<file path="config.mk">
export PLATFORM = sky130hd
export DESIGN_NAME = load_store_unit
export DESIGN_NICKNAME = d
export VERILOG_FILES = /design/src/rtl/lsu_pkg.sv /design/src/rtl/lsu_align.sv /design/src/rtl/load_store_unit.sv
export SDC_FILE = /design/constraint.sdc
export NUM_CORES = 1
export LEC_CHECK = 0
export ABC_AREA = 1
export CAP_MARGIN = 15
export CORE_MARGIN = 1.5
export CORE_UTILIZATION = 42
export DETAILED_ROUTE_END_ITERATION = 10
export MAX_ROUTING_LAYER = met4
export PLACE_DENSITY_LB_ADDON = 0.3
export REMOVE_ABC_BUFFERS = 1
export SETUP_SLACK_MARGIN = 0.5
export SYNTH_ARGS = -nofsm -noshare
export SYNTH_HDL_FRONTEND = slang
export SYNTH_SLANG_ARGS = --single-unit
</file>
<file path="constraint.sdc">
create_clock -name i_clk -period 1.9 [get_ports i_clk]
set_input_delay 0.38 -clock i_clk [delete_from_list [all_inputs] [get_ports i_clk]]
set_output_delay 0.38 -clock i_clk [all_outputs]
set_load 0.1 [all_outputs]
</file>
<file path="src/rtl/lsu_pkg.sv">
// Shared encodings for the load/store unit: access sizes, trap causes, FSM states
// and the access legality check.
package lsu_pkg;

    typedef enum logic [1:0] {
        SIZE_BYTE  = 2'd0,
        SIZE_HALF  = 2'd1,
        SIZE_WORD  = 2'd2,
        SIZE_DWORD = 2'd3
    } lsu_size_e;

    typedef enum logic [1:0] {
        CAUSE_NONE         = 2'd0,
        CAUSE_MISALIGNED   = 2'd1,
        CAUSE_ILLEGAL_SIZE = 2'd2,
        CAUSE_TIMEOUT      = 2'd3
    } lsu_cause_e;

    typedef enum logic [1:0] {
        ST_IDLE  = 2'd0,
        ST_ISSUE = 2'd1,
        ST_WAIT  = 2'd2,
        ST_DONE  = 2'd3
    } lsu_state_e;

    // An illegal size takes priority over misalignment when both apply.
    function automatic lsu_cause_e check_access(input lsu_size_e size,
                                                input logic [2:0] addr_lo,
                                                input logic dword_ok);
        lsu_cause_e cause;
        cause = CAUSE_NONE;
        case (size)
            SIZE_HALF:  if (addr_lo[0]) cause = CAUSE_MISALIGNED;
            SIZE_WORD:  if (addr_lo[1:0] != 2'b00) cause = CAUSE_MISALIGNED;
            SIZE_DWORD: begin
                if (!dword_ok) cause = CAUSE_ILLEGAL_SIZE;
                else if (addr_lo != 3'b000) cause = CAUSE_MISALIGNED;
            end
            default: cause = CAUSE_NONE;
        endcase
        return cause;
    endfunction

endpackage

</file>
<file path="src/rtl/lsu_align.sv">
// Combinational lane steering: byte mask and store-data shift toward memory,
// load-data shift and sign/zero extension back from memory.
module lsu_align
    import lsu_pkg::*;
#(
    parameter int XLEN = 32,
    localparam int NB = XLEN / 8,
    localparam int OFF_W = $clog2(NB)
) (
    input  lsu_size_e          size,
    input  logic [OFF_W-1:0]   offset,
    input  logic               is_unsigned,
    input  logic [XLEN-1:0]    wdata,
    input  logic [XLEN-1:0]    rdata,
    output logic [NB-1:0]      mask,
    output logic [XLEN-1:0]    wdata_aligned,
    output logic [XLEN-1:0]    rdata_aligned
);

    logic [OFF_W+2:0] shamt;
    logic [3:0]       nbytes;
    logic [XLEN-1:0]  rshift;

    assign shamt = {offset, 3'b000};

    always_comb begin
        nbytes        = 4'd1 << size;
        mask          = NB'((16'd1 << nbytes) - 16'd1) << offset;
        wdata_aligned = wdata << shamt;
        rshift        = rdata >> shamt;
        case (size)
            SIZE_BYTE: rdata_aligned = is_unsigned ? XLEN'(rshift[7:0])
                                                   : XLEN'($signed(rshift[7:0]));
            SIZE_HALF: rdata_aligned = is_unsigned ? XLEN'(rshift[15:0])
                                                   : XLEN'($signed(rshift[15:0]));
            SIZE_WORD: rdata_aligned = is_unsigned ? XLEN'(rshift[31:0])
                                                   : XLEN'($signed(rshift[31:0]));
            default:   rdata_aligned = rshift;
        endcase
    end

endmodule

</file>
<file path="src/rtl/load_store_unit.sv">
// Single-outstanding load/store unit: accepts one request, checks alignment, issues
// one memory beat, waits for load data with a timeout, and returns a one-cycle response.
module load_store_unit
    import lsu_pkg::*;
#(
    parameter int XLEN    = 32,
    parameter int ADDR_W  = 32,
    parameter int TIMEOUT = 255
) (
    input  logic                i_clk,
    input  logic                i_rst,

    input  logic                i_req_valid,
    output logic                o_req_ready,
    input  logic                i_req_store,
    input  logic [1:0]          i_req_size,
    input  logic                i_req_unsigned,
    input  logic [ADDR_W-1:0]   i_req_addr,
    input  logic [XLEN-1:0]     i_req_wdata,
    input  logic [4:0]          i_req_rd,

    output logic                o_mem_valid,
    input  logic                i_mem_ready,
    output logic [ADDR_W-1:0]   o_mem_addr,
    output logic                o_mem_ren,
    output logic                o_mem_wen,
    output logic [XLEN-1:0]     o_mem_wdata,
    output logic [XLEN/8-1:0]   o_mem_mask,
    input  logic                i_mem_rvalid,
    input  logic [XLEN-1:0]     i_mem_rdata,

    output logic                o_rsp_valid,
    output logic [XLEN-1:0]     o_rsp_rdata,
    output logic [4:0]          o_rsp_rd,
    output logic                o_rsp_trap,
    output logic [1:0]          o_rsp_cause,
    output logic                o_busy
);

    localparam int NB    = XLEN / 8;
    localparam int OFF_W = $clog2(NB);
    localparam int CNT_W = $clog2(TIMEOUT + 1);

    lsu_state_e        state;
    logic              req_store_q;
    lsu_size_e         req_size_q;
    logic              req_unsigned_q;
    logic [OFF_W-1:0]  req_off_q;
    logic [4:0]        req_rd_q;
    logic [CNT_W-1:0]  wait_cnt;

    lsu_size_e         al_size;
    logic [OFF_W-1:0]  al_off;
    logic              al_unsigned;
    logic [NB-1:0]     al_mask;
    logic [XLEN-1:0]   al_wdata;
    logic [XLEN-1:0]   al_rdata;
    lsu_cause_e        access_cause;
    logic [ADDR_W-1:0] aligned_addr;

    assign o_req_ready  = (state == ST_IDLE);
    assign o_busy       = (state != ST_IDLE);
    assign access_cause = check_access(lsu_size_e'(i_req_size), i_req_addr[2:0], XLEN == 64);
    assign aligned_addr = {i_req_addr[ADDR_W-1:OFF_W], {OFF_W{1'b0}}};

    // The single aligner serves the incoming request while idle and the captured
    // request afterwards, when it is only needed to steer returning load data.
    always_comb begin
        if (state == ST_IDLE) begin
            al_size     = lsu_size_e'(i_req_size);
            al_off      = i_req_addr[OFF_W-1:0];
            al_unsigned = i_req_unsigned;
        end else begin
            al_size     = req_size_q;
            al_off      = req_off_q;
            al_unsigned = req_unsigned_q;
        end
    end

    lsu_align #(
        .XLEN(XLEN)
    ) u_align (
        .size          (al_size),
        .offset        (al_off),
        .is_unsigned   (al_unsigned),
        .wdata         (i_req_wdata),
        .rdata         (i_mem_rdata),
        .mask          (al_mask),
        .wdata_aligned (al_wdata),
        .rdata_aligned (al_rdata)
    );

    always_ff @(posedge i_clk) begin
        if (i_rst) begin
            state          <= ST_IDLE;
            wait_cnt       <= '0;
            req_store_q    <= 1'b0;
            req_size_q     <= SIZE_BYTE;
            req_unsigned_q <= 1'b0;
            req_off_q      <= '0;
            req_rd_q       <= '0;
            o_mem_valid    <= 1'b0;
            o_mem_addr     <= '0;
            o_mem_ren      <= 1'b0;
            o_mem_wen      <= 1'b0;
            o_mem_wdata    <= '0;
            o_mem_mask     <= '0;
            o_rsp_valid    <= 1'b0;
            o_rsp_rdata    <= '0;
            o_rsp_rd       <= '0;
            o_rsp_trap     <= 1'b0;
            o_rsp_cause    <= CAUSE_NONE;
        end else begin
            case (state)
                ST_IDLE: begin
                    if (i_req_valid) begin
                        req_store_q    <= i_req_store;
                        req_size_q     <= lsu_size_e'(i_req_size);
                        req_unsigned_q <= i_req_unsigned;
                        req_off_q      <= i_req_addr[OFF_W-1:0];
                        req_rd_q       <= i_req_rd;
                        if (access_cause != CAUSE_NONE) begin
                            state       <= ST_DONE;
                            o_rsp_valid <= 1'b1;
                            o_rsp_rdata <= '0;
                            o_rsp_rd    <= i_req_rd;
                            o_rsp_trap  <= 1'b1;
                            o_rsp_cause <= access_cause;
                        end else begin
                            state       <= ST_ISSUE;
                            o_mem_valid <= 1'b1;
                            o_mem_addr  <= aligned_addr;
                            o_mem_ren   <= !i_req_store;
                            o_mem_wen   <= i_req_store;
                            o_mem_wdata <= al_wdata;
                            o_mem_mask  <= al_mask;
                        end
                    end
                end

                ST_ISSUE: begin
                    if (i_mem_ready) begin
                        o_mem_valid <= 1'b0;
                        o_mem_addr  <= '0;
                        o_mem_ren   <= 1'b0;
                        o_mem_wen   <= 1'b0;
                        o_mem_wdata <= '0;
                        o_mem_mask  <= '0;
                        if (req_store_q) begin
                            state       <= ST_DONE;
                            o_rsp_valid <= 1'b1;
                            o_rsp_rdata <= '0;
                            o_rsp_rd    <= req_rd_q;
                            o_rsp_trap  <= 1'b0;
                            o_rsp_cause <= CAUSE_NONE;
                        end else begin
                            state    <= ST_WAIT;
                            wait_cnt <= '0;
                        end
                    end
                end

                // Load data wins over the timeout if both land on the last WAIT cycle.
                ST_WAIT: begin
                    if (i_mem_rvalid) begin
                        state       <= ST_DONE;
                        o_rsp_valid <= 1'b1;
                        o_rsp_rdata <= al_rdata;
                        o_rsp_rd    <= req_rd_q;
                        o_rsp_trap  <= 1'b0;
                        o_rsp_cause <= CAUSE_NONE;
                    end else if (wait_cnt == CNT_W'(TIMEOUT - 1)) begin
                        state       <= ST_DONE;
                        o_rsp_valid <= 1'b1;
                        o_rsp_rdata <= '0;
                        o_rsp_rd    <= req_rd_q;
                        o_rsp_trap  <= 1'b1;
                        o_rsp_cause <= CAUSE_TIMEOUT;
                    end else begin
                        wait_cnt <= wait_cnt + CNT_W'(1);
                    end
                end

                ST_DONE: begin
                    state       <= ST_IDLE;
                    o_rsp_valid <= 1'b0;
                    o_rsp_rdata <= '0;
                    o_rsp_rd    <= '0;
                    o_rsp_trap  <= 1'b0;
                    o_rsp_cause <= CAUSE_NONE;
                end

                default: state <= ST_IDLE;
            endcase
        end
    end

endmodule

</file>
**Word-level counts from Yosys, hierarchy flattened**

Cells that the tools add are included.

- RAM bits: 0
- Input bits: 110
- Output and inout bits: 114
- Latch bits: 0
- Word-level logic and storage cells: 128
- Bits in registers: 133
- Memory bits (read-only): 0
- Memories kept: 0

- Order comparisons: 0
- Shifts and indexed selects: 5
- Reductions and logical operators: 13
- Equality and inequality tests: 17
- Bitwise operators: 0
- Multiplexer cells: 73
- Add/subtract/negate cells: 2
- Multipliers: 0
- Divide/modulo/power cells: 0

Operator list:

| kind | number |
|---|---|
| two-way mux 32 bit | 13 |
| one-hot mux 32 bit (2 select lines) | 3 |
| one-hot mux 32 bit (4 select lines) | 1 |
| two-way mux 8 bit | 4 |
| left shift 32 x 5 -> 32 bit | 1 |
| right shift 32 x 5 -> 32 bit | 1 |
| two-way mux 5 bit | 6 |
| two-way mux 2 bit | 12 |
| two-way mux 1 bit | 20 |
| one-hot mux 5 bit (4 select lines) | 1 |
| one-hot mux 2 bit (4 select lines) | 2 |
| one-hot mux 8 bit (2 select lines) | 1 |
| != test 2 bit, second input constant | 7 |
| two-way mux 4 bit | 3 |
| AND reduction 5 bit | 2 |
| nonzero test 2 bit | 5 |
| adder 8 x 1 -> 8 bit, second input constant | 1 |
| == test 2 bit, second input constant | 4 |
| == test 8 bit, second input constant | 1 |
| one-hot mux 1 bit (4 select lines) | 2 |
| one-hot mux 4 bit (2 select lines) | 1 |
| == test 2 x 1 -> 1 bit, second input constant | 3 |
| one-hot mux 1 bit (2 select lines) | 3 |
| one-hot mux 2 bit (3 select lines) | 1 |
| 11 further kinds | 12 |

**Logic depth before layout (Yosys ltp)**

Gate-level depths: netlist (run 1).

- Depth after elaboration: 9
- Gate-level depth with buffers: 14
- Mapped depth without buffers: 13

**By module**

Synthesis (run 1) repeated with hierarchy kept, for this count alone.

- Cells, all modules: 1091
- Area, all modules: 7055.5 sq um

Modules (own cells, without submodules):

| module | area each (sq um) | seq. area each (sq um) | instances | cells an instance |
|---|---|---|---|---|
| load_store_unit | 5844.4 | 2622.5 | 1 | 824 |
| lsu_align | 1211.2 | 0.0 | 1 | 267 |

**Worst setup path before layout (run 1)**

No wires, ideal clock.

- Kind: register to register
- Start: reg state[0]
- End: reg o_mem_addr[10]
- Path slack: -0.646 ns
- Clock period less this slack: 2.546 ns
- Stages on the path, launching flop included: 14
- Path buffers: 2
- Arrival: 2.414 ns
- Library setup time: 0.132 ns
- Cell sequence: dfxtp_1 > inv_1 > ha_1 > buf_6 > inv_6 > o21ai_1 > a21oi_2 > nand2_2 > inv_4 > nand2_4 > inv_4 > buf_6 > nand2_1 > a21oi_1

- Word-level cells in the longest chain between the ends: 3
- Elaborated cells between the ends (all ways): 8

RTL lines:

| item | RTL line | RTL |
|---|---|---|
| from (decl) | load_store_unit.sv:44 | `lsu_state_e state;` |
| from (signal assigned) | load_store_unit.sv:95 | `state <= ST_IDLE;` |
| from (signal assigned) | load_store_unit.sv:123 | `state <= ST_DONE;` |
| from (signal assigned) | load_store_unit.sv:130 | `state <= ST_ISSUE;` |
| zero test 2 bit (*) | n/a |  |
| named net o_req_ready | load_store_unit.sv:14 | `output logic o_req_ready,` |
| != test 2 bit (no source line) or nonzero test 2 bit (tied branches) | n/a |  |
| AND reduction 4 bit (no source line) | n/a |  |
| to (signal assigned) | load_store_unit.sv:132 | `o_mem_addr <= aligned_addr;` |
| to (decl) | load_store_unit.sv:24 | `output logic [ADDR_W-1:0] o_mem_addr,` |

Mark *: on every way through the listed nets, which the timed path passes. The rest lies on a longest branch.
A chain may end at the register's enable or synchronous reset.

**Worst setup path in the final report (run 1)**

- Start: in i_req_size[0]
- End: reg o_mem_addr[25]

- Word-level cells in the longest chain between the ends: 5
- Elaborated cells between the ends (all ways): 7

RTL lines:

| item | RTL line | RTL |
|---|---|---|
| from (decl) | load_store_unit.sv:16 | `input logic [1:0] i_req_size,` |
| == test 2 bit or == test 2 x 1 -> 1 bit (tied branches) | lsu_pkg.sv:32 | `case (size)` |
| one-hot mux 2 bit (3 select lines) (*) | lsu_pkg.sv:32 |  |
| nonzero test 2 bit (*) | load_store_unit.sv:122 | `if (access_cause != CAUSE_NONE) begin` |
| != test 2 bit (no source line) (*) | n/a |  |
| AND reduction 4 bit (no source line) (*) | n/a |  |

Every way passes the cells marked *; elsewhere a longest branch is shown, timed or not.

==> flow_metrics.tcl, run 1 <==
set metrics [dict create \
    rows 45 \
    ant_nets 0 \
    ios 224 \
    ys_ff_latch 131 \
    period_share 1.01 \
    via_count 7887 \
    drc 0 \
    cts_buffers 17 \
    antenna_cells 0 \
    synthSimpleGateAreaFrac 0.320 \
    slew_viol_final 0 \
    max_freq_mhz 521 \
    core_um2 15300 \
    holdBufCountCts 0 \
    crit_path_frequent_cell "nand2_1" \
    setup_tns_ns -0.0186 \
    switching_share 0.509 \
    drt_first_pass_iters 5 \
    avgSynthCellArea_um2 6.83 \
    clk_pin_slew_worst_paths_ns 0.06 \
    yosysTopAreaCell "dfxtp_1" \
    worstPathRequired_ns 2.23 \
    synth_area_um2 6610 \
    wirelength_mm 25.6 \
    crit_type "input pin to register" \
    worstHoldPathType "input pin to register" \
    synth_edf_count 0 \
    synthToLayoutAreaGrowth_pct 77.3 \
    track_usage 0.266 \
    syn_inst 967 \
    synth_ff_type "dfxtp_1" \
    power_switching_uw 12400 \
    synth_mux_area_frac 0 \
    p_per_area_nw_per_um2 2080 \
    routed_via_density 5.34 \
    final_cell_mix "nand2_1 (317), clkdlybuf4s50_1 (107), buf_12 (95), dfxtp_1 (91), a21oi_1 (90)" \
    rrSetupSlack_ns 0.04 \
    critPathArrivalTime_ns 2.25 \
    drive_gt1_frac 0.293 \
    wl_per_cell_um 17.3 \
    htreeDepth 4 \
    fillers 1009 \
    crit_path_cell_trace "clkdlybuf4s50_1 -> nand2_1 -> nand3_2 -> nand2_1 -> nand2_1 -> nand2_4 -> inv_4 -> nand2_8 -> inv_8 -> buf_12 -> nand2_1 -> a21oi_1" \
    grt_pass1_wl_mm 33.6 \
    die_width_um 128 \
    finalHoldViolCount 0 \
    synth-adder-area-share 0.0114 \
    cts_tree "done" \
    cap_violations 0 \
    hpwlAfterDp_mm 14.7 \
    die-area_um2 16500 \
    met2WireLength_mm 12.6 \
    final_common_cell "nand2_1" \
    grt_max_degree 74 \
    path_max_fanout 13 \
    tightest_slew_ns 0.570 \
    cp_top_family "buffers and inverters" \
    top_layer_used "met4" \
    seq_power_share 0.171 \
    final_util 0.768 \
    status "finished with violations" \
    dr_wl_met3_mm 2.30 \
    cts_max_path_buffers 2 \
    synth_top_area_share 0.397 \
    rsz0062_at_grt "yes" \
    wirelength_met1_mm 9.74 \
    overflow 0 \
    io_buffers 221 \
    power_frac_comb 0.702 \
    slowest_delay_ns 0.56 \
    synth_compound_area_frac 0.179 \
    synth-seq-area-share 0.397 \
    critPathLaunchType "input pin" \
    clkPwrFrac 0.127 \
    setup_violations 1 \
    max_slew_margin 0.616 \
    synthArstFlopShare 0 \
    synth.distinct_cells 40 \
    final_nets 1368 \
    ir_drop_mv 1.36 \
    initial_utilization 0.433 \
    violations "negative setup slack" \
    antenna_found_initial 0 \
    setup_slack_ns -0.0186 \
    synth_xor_area_frac 0.00133 \
    cts.sinks 131 \
    die_h_um 128 \
    leakage_uw 0.00495 \
    gp_congestion 0.845 \
    internal-power_uw 12000 \
    crit_path_end_kind "register" \
    crit_slowest_cell "clkdlybuf4s50_1" \
    synth_top_family_by_area "simple AND/OR/NAND/NOR gates" \
    fin_skew_ns 0.0101 \
    clock_latency_ns 0.42 \
    first_iter_violations 548 \
    crit_buf_inv 4 \
    synth_area_leaders "dfxtp_1 (40%), nand2_1 (19%), a21oi_1 (7.5%)" \
    yosys_warnings 0 \
    ctsRootBufferMaster "clkbuf_16" \
    period_minus_slack_ns 1.92 \
    grt_pass1_vias 6763 \
]
-- Yosys cell counts (2+ instances only) --
master      n
nand3b_1    2
inv_1      54
a21oi_2     2
nand2_1   329
nand4_1     5
o21bai_1    7
nor3_4      2
nor2_1     85
nand3_1    55
a211oi_1    2
buf_6      10
clkbuf_1   19
a31oi_1     9
dfxtp_1   131
nand2_4     4
o211ai_1    3
o21a_1     17
buf_4       6
buf_2      26
inv_4       2
a21oi_1    99
ha_1        6
nand3_2     2
a21oi_4     2
inv_2       3
nand3_4     3
o22ai_1     8
o21ai_0    56
nand2_2     7
-- worst paths after layout --
| check | to | cells past startpoint | startpoint |
|---|---|---|---|
| worst max-delay path | o_mem_addr[25] | 12 | i_req_size[0] |
| worst min-delay path | o_mem_ren | 3 | i_rst |
| worst max register to register | o_mem_addr[25] | 12 | state[0] |
| worst min register to register | o_rsp_rdata[6] | 2 | o_rsp_rdata[6] |
-- timing repair --
action,CTS,global route
gates resized for setup,33,367
cloned,4,11
buffers inserted,1,14
pin swaps,7,20
endpoints found under the setup margin,235,238
-- cell type report --
| type | instances | area, um2 | area share |
|---|---|---|---|
| repair inverters | 1 | 7.51 | 0.000641 |
| clock inverters | 10 | 83.8 | 0.00716 |
| repair buffers | 324 | 4260 | 0.364 |
| flip-flops and latches | 131 | 2670 | 0.228 |
| multi-input cells | 717 | 3700 | 0.316 |
| well taps | 211 | 264 | 0.0225 |
| clock buffers | 22 | 464 | 0.0396 |
| inverters | 60 | 256 | 0.0219 |
-- per-stage QoR --
stage	cells	worst slack [ns]	instance area [um2]	power, uW	hold slack, ns
finish	1476	-0.0186	11700	24400	0.418
global route	1476	-0.0880	11700	25300	0.424
CTS	1451	0.114	10100	21000	0.408
detailed placement	1414	-0.252	9350	17200	0.455
global placement	1414	-0.229	9350	17100	0.438
floorplan	906	-1.89	6250	12600	0.425
-- registers in the layout (all words and copies together), names as in the netlist --
signal,flops
o_mem_wen,1
o_mem_ren,1
o_rsp_rdata,32
o_rsp_valid,1
state,2
o_rsp_trap,1
req_store_q,1
o_mem_mask,4
wait_cnt,8
req_size_q,2
o_mem_valid,1
o_mem_wdata,32
o_mem_addr,30
req_off_q,2
o_rsp_rd,5
o_rsp_cause,2
req_rd_q,5
req_unsigned_q,1
-- power groups by stage --
stage | registers [uW] | logic (uW) | clock network, uW
5_1_grt | 4240 | 17900 | 3220
6_report | 4160 | 17100 | 3100
3_5_place_dp | 3900 | 13300 | 0
3_3_place_gp | 3890 | 13200 | 0
2_1_floorplan | 7970 | 4610 | 0
4_1_cts | 3860 | 14000 | 3110
-- cells by family after synthesis --
kind of cell | count (synthesis)
buffers and inverters | 122
adders and majority gates | 6
and+or+nand+nor | 498
AOI/OAI and AO/OA | 208
other | 1
DFF | 131
xor gates and xnor gates | 1
-- worst register-to-register path: cells and delay by family, from the launching register on --
family | cells | cell delay [ns]
AND/OR/NAND/NOR | 3 | 0.26
adder cells (fa/ha/maj) | 1 | 0.24
flip-flops | 1 | 0.32
AO/OA/AOI/OAI | 2 | 0.33
buffers and inverters | 6 | 0.62
-- routing by layer --
metal,GRT usage,vias up
li1,-,3719
met1,0.329,3643
met2,0.429,444
met3,0.0632,81
met4,0.0886,0
met5,-,-
(Power assumes the default switching activity.)
==> run 2, diff against run 1 <==
--- a/config.mk
+++ b/config.mk
@@ -6,9 +6,9 @@
 export NUM_CORES = 1
 export LEC_CHECK = 0
 export ABC_AREA = 1
-export CAP_MARGIN = 15
+export CAP_MARGIN = 20
 export CORE_MARGIN = 1.5
-export CORE_UTILIZATION = 42
+export CORE_UTILIZATION = 51
 export DETAILED_ROUTE_END_ITERATION = 10
 export MAX_ROUTING_LAYER = met4
 export PLACE_DENSITY_LB_ADDON = 0.3
@@ -16,4 +16,5 @@
 export SETUP_SLACK_MARGIN = 0.5
 export SYNTH_ARGS = -nofsm -noshare
 export SYNTH_HDL_FRONTEND = slang
+export SYNTH_HIERARCHICAL = 1
 export SYNTH_SLANG_ARGS = --single-unit
==> constraint.sdc (replaced) <==
create_clock -name i_clk -period 2.5 [get_ports i_clk]
set_input_delay 0.5 -clock i_clk [delete_from_list [all_inputs] [get_ports i_clk]]
set_output_delay 0.5 -clock i_clk [all_outputs]
set_load 0.1 [all_outputs]
==> run 2 against run 1 <==
The flow now finishes without violations; setup slack improved by 0.51 ns; power decreased by 31%; combinational power decreased by 33%; non-clock buffer count decreased by 48; area after synthesis increased by 6.8%; largest power group unchanged; synthesized cell count increased by 13%; critical path depth increased by 2; register-to-register slack improved by 0.45 ns; core utilization about the same.
==> flow_metrics.tcl, run 2 <==
set metrics [dict create \
    grt_pass1_vias 7409 \
    die_h_um 121 \
    routed_via_density 5.44 \
    clock_latency_ns 0.42 \
    min_to "req_unsigned_q" \
    antenna_cells 0 \
    place_inst 1449 \
    htreeDepth 4 \
    cts.sinks 131 \
    status "finished clean" \
    final_util 0.768 \
    tightest_slew_ns 0.853 \
    fin_cells 1498 \
    avgSynthCellArea_um2 6.47 \
    die_width_um 121 \
    hold_slack_ns 0.456 \
    path_max_fanout 7 \
    ant_nets 0 \
    r2r_cells 14 \
    synthToLayoutAreaGrowth_pct 45.2 \
    setup_violations 0 \
    grt_pass1_wl_mm 35.3 \
    ys_ff_latch 131 \
    critPathLaunchType "register" \
    period_share 0.805 \
    synthArstFlopShare 0 \
    worstHoldPathType "register to register" \
    grt_max_degree 78 \
    synth-seq-area-share 0.372 \
    finalHoldViolCount 0 \
    crit_path_frequent_cell "nand2_1" \
    crit_buf_inv 3 \
    track_usage 0.310 \
    power.total_uw 16800 \
    max_freq_mhz 497 \
    top_regs "o_mem_wdata x32, o_rsp_rdata x32, o_mem_addr x30" \
    yosys_warnings 6 \
    clk_pin_slew_worst_paths_ns 0.06 \
    worstReg2RegStart "state[1]" \
    rows 42 \
    cp_top_family "simple AND/OR/NAND/NOR gates" \
    synth_top_area_share 0.372 \
    ir_drop_mv 1.21 \
    ios 224 \
    core_um2 13300 \
    synth_area_um2 7060 \
    synth.distinct_cells 26 \
    syn_inst 1091 \
    overflow 0 \
    worstPathRequired_ns 2.81 \
    hpwlAfterDp_mm 14.1 \
    critPathArrivalTime_ns 2.32 \
    wl_per_cell_um 15.3 \
    setup_tns_ns 0 \
    yosys-top-cells-count "nand2_1 (395), dfxtp_1 (131), nor2_1 (121)" \
    cts_max_path_buffers 2 \
    ctsRootBufferMaster "clkbuf_16" \
    antenna_found_initial 0 \
    drc 0 \
    io_buffers 221 \
    final_nets 1429 \
    slowest_delay_ns 0.34 \
    r2r-end "o_rsp_rdata[23]" \
    max_slew_margin 0.431 \
    drt_first_pass_iters 5 \
    synth_most_common_cell "nand2_1" \
    gp_congestion 0.901 \
    die-area_um2 14500 \
    via_count 8150 \
    cap_violations 0 \
    synth_ff_type "dfxtp_1" \
    first_iter_violations 902 \
    rsz0062_at_grt "yes" \
    synth_edf_count 0 \
    slew_viol_final 0 \
    whs_path_depth 2 \
    final_common_cell "nand2_1" \
    cts_buffers 17 \
    crit_slowest_cell "dfxtp_2" \
    crit_path_end_kind "register" \
    wirelength_mm 23.0 \
    crit_path_cell_trace "inv_2 -> ha_4 -> o21ai_4 -> buf_6 -> nand2_2 -> nand3_2 -> nand2_2 -> nand2_4 -> clkbuf_16 -> nand3_1 -> nand2_1 -> nand2_1 -> nand2_1 -> nor2_1" \
    final_cell_mix "nand2_1 (384), buf_4 (142), dfxtp_1 (129), nor2_1 (110), clkdlybuf4s50_1 (106)" \
    cts_tree "done" \
    yosysTopAreaCell "dfxtp_1" \
    p_per_area_nw_per_um2 1640 \
    drive_gt1_frac 0.192 \
    initial_utilization 0.529 \
    hold_start "req_unsigned_q" \
    leakage_uw 0.00463 \
    synth_area_leaders "dfxtp_1 (37%), nand2_1 (21%), nand3b_1 (7.2%)" \
    period_minus_slack_ns 2.01 \
    fin_skew_ns 0.00672 \
    rrSetupSlack_ns 0.49 \
    crit_type "register to register" \
]
## run 2: kinds of logic (layout without fill, tap and decap cells)
kind of cell	Yosys count	in the layout	share of synthesized area
XOR/XNOR	2	2	0.00248
AO/OA/AOI/OAI	167	167	0.126
flip-flops	131	131	0.372
other	1	2	0.000531
adder cells (fa/ha/maj)	7	7	0.0124
AND/OR/NAND/NOR	652	653	0.401
buffers and inverters	131	360	0.0860
## run 2: worst register-to-register path, delay by kind of cell, from the launching register on
family / cells / cell delay, ns
compound gates: 1 / 0.30
fa+ha+maj: 1 / 0.20
buf+inv: 3 / 0.40
flops: 1 / 0.34
simple gates: 9 / 0.67
## run 2: layer usage
| metal | track usage | part of all wire | wire length (um) |
|---|---|---|---|
| met3 | 0.0547 | 0.077 | 1760 |
| met5 | - | 0 | 0 |
| met2 | 0.509 | 0.49 | 11200 |
| met4 | 0.138 | 0.036 | 818 |
| met1 | 0.375 | 0.40 | 9170 |
## run 2: cell type report
type	count	area, um2
Multi-Input combinational cell	831	4040
Clock inverter	5	50.0
Clock buffer	24	512
Fill cell	1023	3100
Tap cell	176	220
Timing Repair Buffer	276	2580
Sequential cell	131	2630
Inverter	55	218
## run 2: how the worst max path moves through the flow
| stage | startpoint | end | slack, ns | cells after the start |
|---|---|---|---|---|
| floorplan | state[0] | o_rsp_rd[0] | -2.25 | 11 |
| finish | state[1] | o_rsp_rdata[23] | 0.49 | 14 |
| detailed placement | i_req_addr[1] | o_rsp_rdata[31] | 0.06 | 13 |
| global placement | i_req_addr[0] | o_mem_wdata[24] | 0.09 | 11 |
| CTS | state[1] | o_rsp_rdata[26] | 0.48 | 15 |
| global route | state[0] | o_rsp_rdata[23] | 0.39 | 14 |
## run 2: through the flow
stage | worst slack, ns | area, um2
floorplan | -2.25 | 6660
global placement | 0.0903 | 9190
detailed placement | 0.0555 | 9190
CTS | 0.480 | 9930
global route | 0.392 | 10200
finish | 0.488 | 10200
## run 2: report_power, final
part           internal [uW]  switching, uW
Clock                   1500            869
Combinational           3330           8080
Sequential              2710            341
Total                   7540           9290
## run 2: timing repair
item | 4_1_cts | 5_1_grt
gates cloned | 1 | 3
buffers inserted | 7 | 9
endpoints found under the setup margin | 114 | 113
gates resized for setup | 21 | 59
hold buffers | 0 | 0
pin swaps | 4 | 15
